### src/rtl/div_ratio_meter_pkg.sv
// Shared fractional-N definitions: ratio-meter FSM encoding and derived widths.
package div_ratio_meter_pkg;

   typedef enum logic [1:0] {
      ST_IDLE    = 2'd0,
      ST_ARM     = 2'd1,
      ST_MEASURE = 2'd2,
      ST_DONE    = 2'd3
   } meter_state_e;

   // Sum of 2^avg_log2 periods of at most 2^cnt_w-1 each cannot exceed this width.
   function automatic int unsigned acc_width(input int unsigned cnt_w,
                                             input int unsigned avg_log2);
      return cnt_w + avg_log2;
   endfunction

endpackage

### src/rtl/fout_edge_det.sv
// Registers Fout and flags its rising edge; the register resets high so a
// level already high at reset release does not count as an edge.
module fout_edge_det (
   input  logic clk,
   input  logic rst_n,
   input  logic fout,
   output logic rise_c
);

   logic fout_d;
   logic fout_q;

   always_comb begin
      fout_d = fout;
   end

   always_ff @(posedge clk or negedge rst_n) begin
      if (!rst_n) fout_q <= 1'b1;
      else        fout_q <= fout_d;
   end

   assign rise_c = fout & ~fout_q;

endmodule

### src/rtl/div_ratio_meter.sv
// Measures the average Fin/Fout division ratio over 2^AVG_LOG2 Fout periods,
// plus the shortest and longest single period seen in that window.
module div_ratio_meter
   import div_ratio_meter_pkg::*;
#(
   parameter int unsigned INT_WIDTH  = 8,
   parameter int unsigned FRAC_WIDTH = 24,
   parameter int unsigned AVG_LOG2   = 16,
   parameter int unsigned CNT_WIDTH  = INT_WIDTH + 4
) (
   input  logic                  Fin,
   input  logic                  rst_n,
   input  logic                  Fout,
   input  logic                  start,
   output logic                  busy,
   output logic                  valid,
   output logic                  err,
   output logic [INT_WIDTH-1:0]  Integer_meas,
   output logic [FRAC_WIDTH-1:0] Fraction_meas,
   output logic [CNT_WIDTH-1:0]  per_min,
   output logic [CNT_WIDTH-1:0]  per_max
);

   localparam int unsigned ACC_W   = acc_width(CNT_WIDTH, AVG_LOG2);
   localparam int unsigned SAT_LSB = AVG_LOG2 + INT_WIDTH;
   localparam int unsigned FRAC_SH = FRAC_WIDTH - AVG_LOG2;

   logic rise_c;

   fout_edge_det u_edge (
      .clk    (Fin),
      .rst_n  (rst_n),
      .fout   (Fout),
      .rise_c (rise_c)
   );

   meter_state_e          state_d, state_q;
   logic [CNT_WIDTH-1:0]  cnt_d, cnt_q;
   logic [AVG_LOG2-1:0]   idx_d, idx_q;
   logic [ACC_W-1:0]      acc_d, acc_q;
   logic [CNT_WIDTH-1:0]  pmin_d, pmin_q;
   logic [CNT_WIDTH-1:0]  pmax_d, pmax_q;
   logic                  fin_d, fin_q;
   logic                  busy_d, busy_q;
   logic                  valid_d, valid_q;
   logic                  err_d, err_q;
   logic [INT_WIDTH-1:0]  int_d, int_q;
   logic [FRAC_WIDTH-1:0] frac_d, frac_q;
   logic [CNT_WIDTH-1:0]  per_min_d, per_min_q;
   logic [CNT_WIDTH-1:0]  per_max_d, per_max_q;

   logic                  cnt_full_c;
   logic                  sat_c;

   assign cnt_full_c = &cnt_q;
   assign sat_c      = (acc_q >> SAT_LSB) != '0;

   // Next-state and datapath; results are published one cycle after the
   // last period so they come from the fully updated accumulator.
   always_comb begin
      state_d   = state_q;
      cnt_d     = cnt_q;
      idx_d     = idx_q;
      acc_d     = acc_q;
      pmin_d    = pmin_q;
      pmax_d    = pmax_q;
      fin_d     = 1'b0;
      busy_d    = busy_q;
      valid_d   = valid_q;
      err_d     = err_q;
      int_d     = int_q;
      frac_d    = frac_q;
      per_min_d = per_min_q;
      per_max_d = per_max_q;

      if (fin_q) begin
         int_d     = sat_c ? '1 : acc_q[AVG_LOG2 +: INT_WIDTH];
         frac_d    = FRAC_WIDTH'(acc_q[AVG_LOG2-1:0]) << FRAC_SH;
         per_min_d = pmin_q;
         per_max_d = pmax_q;
         valid_d   = 1'b1;
         err_d     = sat_c;
      end

      case (state_q)
         ST_IDLE, ST_DONE: begin
            if (start && !fin_q) begin
               state_d = ST_ARM;
               cnt_d   = '0;
               busy_d  = 1'b1;
               valid_d = 1'b0;
               err_d   = 1'b0;
            end
         end
         ST_ARM: begin
            if (cnt_full_c) begin
               state_d = ST_DONE;
               busy_d  = 1'b0;
               valid_d = 1'b0;
               err_d   = 1'b1;
            end else if (rise_c) begin
               state_d = ST_MEASURE;
               cnt_d   = CNT_WIDTH'(1);
               acc_d   = '0;
               idx_d   = '0;
               pmin_d  = '1;
               pmax_d  = '0;
            end else begin
               cnt_d = cnt_q + CNT_WIDTH'(1);
            end
         end
         ST_MEASURE: begin
            if (cnt_full_c) begin
               state_d = ST_DONE;
               busy_d  = 1'b0;
               valid_d = 1'b0;
               err_d   = 1'b1;
            end else if (rise_c) begin
               acc_d = acc_q + ACC_W'(cnt_q);
               if (cnt_q < pmin_q) pmin_d = cnt_q;
               if (cnt_q > pmax_q) pmax_d = cnt_q;
               cnt_d = CNT_WIDTH'(1);
               idx_d = idx_q + AVG_LOG2'(1);
               if (&idx_q) begin
                  state_d = ST_DONE;
                  busy_d  = 1'b0;
                  fin_d   = 1'b1;
               end
            end else begin
               cnt_d = cnt_q + CNT_WIDTH'(1);
            end
         end
         default: state_d = ST_IDLE;
      endcase
   end

   always_ff @(posedge Fin or negedge rst_n) begin
      if (!rst_n) begin
         state_q   <= ST_IDLE;
         cnt_q     <= '0;
         idx_q     <= '0;
         acc_q     <= '0;
         pmin_q    <= '0;
         pmax_q    <= '0;
         fin_q     <= 1'b0;
         busy_q    <= 1'b0;
         valid_q   <= 1'b0;
         err_q     <= 1'b0;
         int_q     <= '0;
         frac_q    <= '0;
         per_min_q <= '0;
         per_max_q <= '0;
      end else begin
         state_q   <= state_d;
         cnt_q     <= cnt_d;
         idx_q     <= idx_d;
         acc_q     <= acc_d;
         pmin_q    <= pmin_d;
         pmax_q    <= pmax_d;
         fin_q     <= fin_d;
         busy_q    <= busy_d;
         valid_q   <= valid_d;
         err_q     <= err_d;
         int_q     <= int_d;
         frac_q    <= frac_d;
         per_min_q <= per_min_d;
         per_max_q <= per_max_d;
      end
   end

   assign busy          = busy_q;
   assign valid         = valid_q;
   assign err           = err_q;
   assign Integer_meas  = int_q;
   assign Fraction_meas = frac_q;
   assign per_min       = per_min_q;
   assign per_max       = per_max_q;

endmodule

### config.mk
export PLATFORM = sky130hd
export DESIGN_NAME = div_ratio_meter
export DESIGN_NICKNAME = d
export VERILOG_FILES = /design/src/rtl/div_ratio_meter_pkg.sv /design/src/rtl/fout_edge_det.sv /design/src/rtl/div_ratio_meter.sv
export SDC_FILE = /design/constraint.sdc
export NUM_CORES = 1
export LEC_CHECK = 0
export ABC_AREA = 1
export CORE_MARGIN = 8
export CORE_UTILIZATION = 59
export DETAILED_ROUTE_END_ITERATION = 10
export PLACE_DENSITY = 0.82
export REMOVE_ABC_BUFFERS = 1
export SLEW_MARGIN = 5
export SYNTH_ARGS = -nofsm -noshare
export SYNTH_HDL_FRONTEND = slang
export SYNTH_SLANG_ARGS = --single-unit
### constraint.sdc
create_clock -name Fin -period 2.6 [get_ports Fin]
set_clock_uncertainty 0.15 [all_clocks]
set_input_delay 0.39 -clock Fin [delete_from_list [all_inputs] [get_ports Fin]]
set_output_delay 0.39 -clock Fin [all_outputs]
set_load 0.03 [all_outputs]
==> results.yml <==
run_status:
  status: "complete, no violations"
die:
  dieArea_sq_mm: 0.01667
  io_pins: 63
  start_util: 0.6007
  die_h_microns: 129.1
  dieWidth_microns: 129.1
  core-area_sq_mm: 0.01257
  rows: 41
timing:
  tightestPinTransition_ps: 680.7
  rsz0062_at_grt: "no"
  setup_violations: 0
  worst_slack_ps: 225.0
  hold_slack_ps: 259.8
  relSlewSlack: 0.5462
  fmax_mhz: 421.0
  fin_crit_ps: 2375
  hold_viol: 0
  timing.final.crit_share: 0.9135
  maxSlewViolCount: 0
logic_synthesis:
  avgSynthCellArea_sq_um: 7.588
  synth_area_sq_mm: 0.007550
  synth_most_common_cell: "nand2_1"
  synth_top_area_cell: "dfrtp_1"
  ys_seq_area_frac: 0.4476
  synth-seq-cells: 135
  synth_cell_types: 44
  syn_inst: 995
  async_reset_ff_frac: 1.000
  synthFlopType: "dfrtp_1"
  synth_edf_count: 0
  synth_top_area_share: 0.4441
  synth_common_cells: "nand2_1, dfrtp_1, inv_1"
  ys_warn_count: 0
  synthTopCellsByArea: "dfrtp_1, nand2_1, ha_1, inv_1, o21ai_0"
setup_path:
  cp.buffers_inverters: 4
  start_kind: "flop"
  critPathMaxFanout: 27
  path_class: "flop to flop"
  path_delay_family: "buffers and inverters"
  crit_chain: "inv_1 > ha_1 > buf_4 > clkinv_1 > nor2_1 > inv_1 > o21ai_1"
  max_stage_delay_ps: 550
  cp_data_arrival_time_ps: 2570
  crit_slowest_cell: "nor2_1"
  required_ps: 2790
  crit_path_end_kind: "flop"
  path_common_cell: "inv_1"
place:
  place_hpwl_microns: 12510
  port_buffers: 54
  place.gp.congestion: 0.8974
  pre_cts_ws_ps: 294.6
  dp.cells: 1207
  dpl_cell_area_sq_mm: 0.008269
clock_tree:
  clock_sinks: 135
  cts_root_buffer: "clkbuf_16"
  clk_latency_ps: 420
  numCtsBuffers: 17
  post_cts_resized: 0
  clk_pin_slew_ps: 60
  clock_path_buffers: 2
  cts_tree: "built"
  h-tree-depth: 4
job:
  drv_cap: 0
detailed_routing:
  wl_met2_microns: 8500
  wl_met1_microns: 7975
  antenna_left: 0
  dr_total_vias: 6644
  routed_wirelength_microns: 18000
  first_pass_iters: 5
  top_layer: "met4"
  drc: 0
  drt_iter0_markers: 569
  post_drt_wl_per_cell_microns: 14.53
  wl_met3_microns: 1001
  avgViaCountPerCell: 5.362
power_and_ir_drop:
  power_density_mw_per_mm2: 806.5
  p_leak_nw: 4.432
  finalPower_w: 0.007191
  ir_worst_vdd_uv: 580.8
cells_and_area:
  finalNonFillerCells: 1239
  antenna_cells: 0
  final_area_sq_mm: 0.008916
  multi_input_area_sq_mm: 0.003523
  nFillCells: 978
  area_growth_pct: 18.10
  fin_nets: 1099
  seq_area_sq_mm: 0.003379
  drive_gt1_frac: 0.06279
hold_path:
  hold_path_class: "input pin to flop"
global_routing:
  grt_max_degree: 76
  grt_pass1_vias: 6343
  grt.overflow.total: 0
  antenna_found_initial: 0
  grt_first_pass_wirelength_microns: 29990
  grt_usage: 0.2270
what timing repair did:
item                      4_1_cts  5_1_grt
hold endpoints to repair       60        0
buffers inserted                0        0
hold buffers                    1        0
flip-flops by register name, summed over array words and instances (netlist names):
| signal | cells |
|---|---|
| busy | 1 |
| pmin_q | 12 |
| cnt_q | 12 |
| per_min | 12 |
| Fraction_meas | 16 |
| pmax_q | 12 |
| per_max | 12 |
| Integer_meas | 8 |
| state_q | 2 |
| valid | 1 |
| idx_q | 16 |
| err | 1 |
| fin_q | 1 |
| u_edge.fout_q | 1 |
| acc_q | 28 |
layout by cell type (no fill, tap or decap), types with 2 or more instances in the layout:
cell type	count
a21oi_1	48
bufinv_16	5
or2_2	6
clkbuf_8	2
nor2_1	87
buf_4	15
clkbuf_1	3
nand3b_1	6
nor2_2	3
nand2_2	3
conb_1	8
nand3_1	63
ha_1	39
o22ai_1	4
buf_12	2
o21a_1	2
xnor2_1	4
nand4_1	18
clkinv_2	3
o31ai_1	2
o211ai_1	3
o21ai_1	2
clkbuf_16	17
o21ai_0	88
clkdlybuf4s50_1	53
nor3_1	23
dfrtp_1	134
inv_2	2
nor3b_1	2
inv_1	117
nand2_1	284
cells by family after synthesis:
| logic type | count (synthesis) | share of synthesized area |
|---|---|---|
| xor+xnor | 5 | 0.005800 |
| buf+inv | 159 | 0.08916 |
| other cells | 1 | 0.0004967 |
| flops | 135 | 0.4476 |
| simple gates | 501 | 0.2826 |
| compound gates | 154 | 0.1071 |
| fa+ha+maj | 40 | 0.06729 |
power by group:
group | internal (W) | leakage, nW | switching, W
combinational | 0.000634 | 2.32 | 0.00148
clock | 0.00174 | 0.310 | 0.000867
sequential | 0.00230 | 1.80 | 0.000161
path summary, 6_finish.rpt:
path | start | end | slack (ps) | depth (start not counted)
max | state_q[0]$_DFFE_PN0P_ | idx_q[0]$_DFFE_PN0P_ | 220 | 7
min | Fout | u_edge.fout_q$_DFF_PN1_ | 260 | 1
max in group asynchronous | rst_n | Integer_meas[4]$_DFFE_PN0P_ | 1290 | 3
min in group asynchronous | rst_n | per_min[2]$_DFFE_PN0P_ | 380 | 2
max reg2reg | state_q[0]$_DFFE_PN0P_ | idx_q[0]$_DFFE_PN0P_ | 220 | 7
min reg2reg | Fraction_meas[15]$_DFFE_PN0P_ | Fraction_meas[15]$_DFFE_PN0P_ | 320 | 2
per-stage QoR:
stage	TNS (ps)	utilization
CTS	0	0.7094
floorplan	-2781	-
finish	0	0.7094
global placement	0	0.6579
global route	0	0.7094
detailed placement	0	0.6579
layer usage:
| metal | vias to the layer above | track usage |
|---|---|---|
| met5 | - | 0 |
| met4 | 0 | 0.1092 |
| met3 | 38 | 0.03862 |
| met2 | 192 | 0.3680 |
| met1 | 3084 | 0.2901 |
| li1 | 3330 | - |
area by class of cell:
class | count | share of cell area
repair buffers | 72 | 0.07901
inverters | 121 | 0.05122
clock inverters | 9 | 0.01937
multi-input cells | 708 | 0.3952
clock buffers | 22 | 0.05206
flip-flops and latches | 135 | 0.3790
well taps | 172 | 0.02414
Power figures use the tool's default switching activity.
==> patch 1: new RTL, same flow settings <==
Change the parameter `FRAC_WIDTH` from 24 to 20.
--- a/src/rtl/div_ratio_meter.sv
+++ b/src/rtl/div_ratio_meter.sv
@@ -4,7 +4,7 @@
    import div_ratio_meter_pkg::*;
 #(
    parameter int unsigned INT_WIDTH  = 8,
-   parameter int unsigned FRAC_WIDTH = 24,
+   parameter int unsigned FRAC_WIDTH = 20,
    parameter int unsigned AVG_LOG2   = 16,
    parameter int unsigned CNT_WIDTH  = INT_WIDTH + 4
 ) (
Interface: changed (resized Fraction_meas); port bits go from 63 to 59. The function was not compared with the original's and may differ.
==> patch 1 against the unedited design <==
  * Synthesized cell count decreased by 0.40%
  * Sequential cell count unchanged
  * Synthesized area fell by 0.40%
  * Critical endpoint is now pmin_q[11]$_DFFE_PN0P_
  * Via count up 2.1%
  * Clock power grew 2%
  * Global-route usage down 0.24 points
  * Total power rose by 0.63%
  * Utilization up 0.45 points
  * Worst setup slack better by 0.033 ns
  * Critical path depth did not move
  * Design area grew 0.22%
  * Routed wire length fell by 1.3%
==> patch 1: results (changes against the unedited design) <==
Outcome
The run finished with clean final reports.

Place
The post-placement cell count is 1206 (-0.083%). The pre-CTS setup slack is 0.239 ns (-0.0554 ns). The post-detailed-placement half-perimeter wirelength is 12200 um (-2.7%).

Cells and area
The fill cell total of the finished layout came to 1037 (+6.0%). The final layout net count is 1098 (-0.091%). The number of signal-net buffers in the layout is 75 (+4.2%). The total number of multi-input combinational cells came to 704 (-0.56%). The total area of multi-input combinational cells came to 3510 um2 (-0.43%). The proportion of layout cells with a drive suffix above 1 came to 6.84% (+0.56 points). The clock network contribution to total cell area is 7.27% (+0.12 points).

STA
The worst-case setup margin in the final layout is 0.258 ns (+0.0328 ns).

Power and ir drop
The maximum vdd drop came to 0.000569 V (-2.1%). The cell leakage power came to 4.44 nW (+0.16%).

Critical path
The maximum fanout along the worst path is 24 (-11%). The most critical setup path has its endpoint at pmin_q[11]$_DFFE_PN0P_. On the critical path, the stage with the largest delay is an instance of sky130_fd_sc_hd__dfrtp_1. The critical path's largest stage delay is 0.53 ns (-0.02 ns).

GRT
The number of global-route vias before repair was 6504 (+2.5%).

Floorplanning
The x dimension of the die is 129 um (-0.17%).

Routing
The number of DRC markers after the initial detailed-route iteration is 521 (-8.4%). The total number of vias came to 6785 (+2.1%).

Logic synthesis
The xor/xnor cell area share of the yosys netlist is 0.582% (+0.0023 points). The proportion of synthesized chip area in sequential cells is 44.9% (+0.18 points). The compound-cell area share of the yosys netlist is 10.7% (+0.043 points).
patch 1: changes by cell type after synthesis, sizes merged:
cell	unedited run	this run
buf	26	22
patch 1: metal layers:
| metal | vias to the layer above | global-route usage [%] | wire (um) |
|---|---|---|---|
| met2 | 227 | 38.2 | 8420 |
| li1 | 3332 | - | - |
| met3 | 35 | 4.63 | 1140 |
| met5 | - | 0 | 0 |
| met1 | 3191 | 27.3 | 7770 |
| met4 | 0 | 9.19 | 427 |
patch 1: repair_timing:
| action | 4_1_cts | 5_1_grt |
|---|---|---|
| hold buffers | 1 | 0 |
| endpoints found under the hold margin | 58 | 0 |
| resized for setup | 0 | 0 |
patch 1: power breakdown:
part | leakage [nW] | internal [W] | switching, W
clock | 0.316 | 0.00171 | 0.000944
sequential | 1.80 | 0.00230 | 0.000151
combinational | 2.32 | 0.000657 | 0.00147
total | 4.44 | 0.00467 | 0.00256
==> patch 2: new RTL, same settings <==
Without the edit above. Add an input register stage for `Fout` and `start`; this delays them by one clock.
--- a/src/rtl/div_ratio_meter.sv
+++ b/src/rtl/div_ratio_meter.sv
@@ -25,12 +25,20 @@
    localparam int unsigned SAT_LSB = AVG_LOG2 + INT_WIDTH;
    localparam int unsigned FRAC_SH = FRAC_WIDTH - AVG_LOG2;
 
+   logic Fout_q;
+   logic start_q;
+
+   always_ff @(posedge Fin) begin
+      Fout_q  <= Fout;
+      start_q <= start;
+   end
+
    logic rise_c;
 
    fout_edge_det u_edge (
       .clk    (Fin),
       .rst_n  (rst_n),
-      .fout   (Fout),
+      .fout   (Fout_q),
       .rise_c (rise_c)
    );
 
@@ -84,7 +92,7 @@
 
       case (state_q)
          ST_IDLE, ST_DONE: begin
-            if (start && !fin_q) begin
+            if (start_q && !fin_q) begin
                state_d = ST_ARM;
                cnt_d   = '0;
                busy_d  = 1'b1;
Formal check against the unedited RTL: not equivalent (a bounded check fails within 4 cycles, from zero or initial values and one cycle with rst_n low).
==> patch 2 against the unedited design <==
  * Cell count fell by 0.24%
  * Count of clock-buffer cells in the layout fell by 1
  * Worst setup slack improved by 0.041 ns
  * Routed wire length shrank 1.2%
  * Design area down 0.79%
  * Via count about the same
  * Total power down 6.1%
  * Sequential cell count up 2
  * Synthesized area increased by 0.53%
  * Critical path type unchanged
  * Largest cell class unchanged
  * Highest routed layer unchanged
==> patch 2: results (changes against the unedited design) <==
Outcome
The flow ran to the end, and the final reports show no timing, DRC or antenna violations.

Critical path
The endpoint of the most critical register-to-register path is acc_q[22]$_DFFE_PN0P_. The critical path starts at cnt_q[0]$_DFFE_PN0P_. The maximum fanout along the worst path is 6 (-78%).

The slowest stage of the critical path is the sky130_fd_sc_hd__dfrtp_1 cell. The critical path's largest stage delay is 0.44 ns (-0.11 ns). The arrival time reported for the critical path endpoint is 2.50 ns (-0.07 ns).

Logic synthesis
The proportion of synthesized chip area in sequential cells is 45.1% (+0.29 points). The share of async-settable or async-resettable flops after synthesis is 98.5% (-1.5 points). The compound-cell area share of the yosys netlist was 10.6% (-0.056 points). The mean post-synth cell area is 7.61 um2 (+0.33%). The xor/xnor cell area share of the yosys netlist was 0.577% (-0.0031 points).

Place
The post-placement cell count is 1203 (-0.33%). The pre-CTS setup slack is 0.0639 ns (-0.231 ns). The post-detailed-placement half-perimeter wirelength is 12200 um (-2.6%).

The routability congestion estimate from global placement is 0.947 (+5.5%). The instance area at placement is 8250 um2 (-0.21%).

GRT
The maximum number of pins on one net before global-route repair came to 136 (+79%). The number of global-route vias before repair is 6399 (+0.88%). The first-pass GRT wire length is 30200 um (+0.60%). The combined global-route utilization of all metal layers is 22.7% (+0.043 points).

Cells and area
The final layout net count is 1095 (-0.36%). The fill cell total of the finished layout is 1032 (+5.5%). The number of cells in the finished layout apart from fillers is 1236 (-0.24%).

Power and ir drop
The maximum vdd drop was 0.000658 V (+13%).

Routing
The routed wire length is 17800 um (-1.2%). The detailed-route vias per instance is 5.37 (+0.20%). The number of DRC markers after the initial detailed-route iteration is 493 (-13%).

Hold path
The path type of the worst min-delay path is reg -> reg.

STA
The worst slew slack as a fraction of its limit is 47.4% (-7.2 points). The worst-case setup margin in the final layout is 0.266 ns (+0.0408 ns).
patch 2: cell count changes after synthesis:
cell	unedited run	this run
sky130_fd_sc_hd__dfxtp_1	0	2
patch 2: where the power goes:
group / internal, W / switching (W) / total (W)
registers: 0.00231 / 0.000132 / 0.00244
clock network: 0.00146 / 0.000927 / 0.00239
logic: 0.000532 / 0.00139 / 0.00192
total: 0.00430 / 0.00245 / 0.00675
patch 2: how the worst min path moves through the flow:
stage          cells after the start  slack (ns)                       endpoint
2_1_floorplan                      0       -0.06  Fraction_meas[10]$_DFFE_PN0P_
3_3_place_gp                       0        0.15        u_edge.fout_q$_DFF_PN1_
3_5_place_dp                       0        0.16        u_edge.fout_q$_DFF_PN1_
4_1_cts                            0        0.17        u_edge.fout_q$_DFF_PN1_
5_1_grt                            0        0.18        u_edge.fout_q$_DFF_PN1_
6_report                           0        0.17        u_edge.fout_q$_DFF_PN1_
patch 2: critical path: cells and delay by family (launching register included):
kind                       cells  cell delay, ns
DFF                            1            0.44
and+or+nand+nor               10            0.93
adders and majority gates      2            0.68
patch 2: logic make-up (layout without fill, tap and decap cells):
kind of cell,count (synthesis),after routing
AO/OA/AOI/OAI,154,154
AND/OR/NAND/NOR,501,501
buffers and inverters,159,219
other,1,8
flip-flops,137,137
XOR/XNOR,5,5
adder cells (fa/ha/maj),40,40
patch 2: cell type report:
class	count	area, um2	area share, %
Multi-Input combinational cell	708	3530	39.9
Sequential cell	137	3420	38.7
Timing Repair Buffer	66	647	7.31
Clock buffer	21	460	5.21
Inverter	121	457	5.16
Tap cell	172	215	2.43
Clock inverter	11	121	1.37
patch 2: stage by stage:
stage,hold WS [ns],TNS [ns]
global route,0.180,0
floorplan,-0.0556,-2.78
detailed placement,0.163,0
CTS,0.170,0
finish,0.170,0
global placement,0.152,0
patch 2: repair_timing:
item,CTS,global route
resized for setup,0,1
endpoints found under the setup margin,0,9
hold buffers,1,0
endpoints found under the hold margin,134,0
patch 2: layer usage:
metal  track usage [%]  wire [um]  vias up
met1              29.1       7920     3102
met3              4.60       1050       31
met5                 0          0        -
met4              10.5        438        0
met2              36.6       8370      190
li1                  -          -     3318
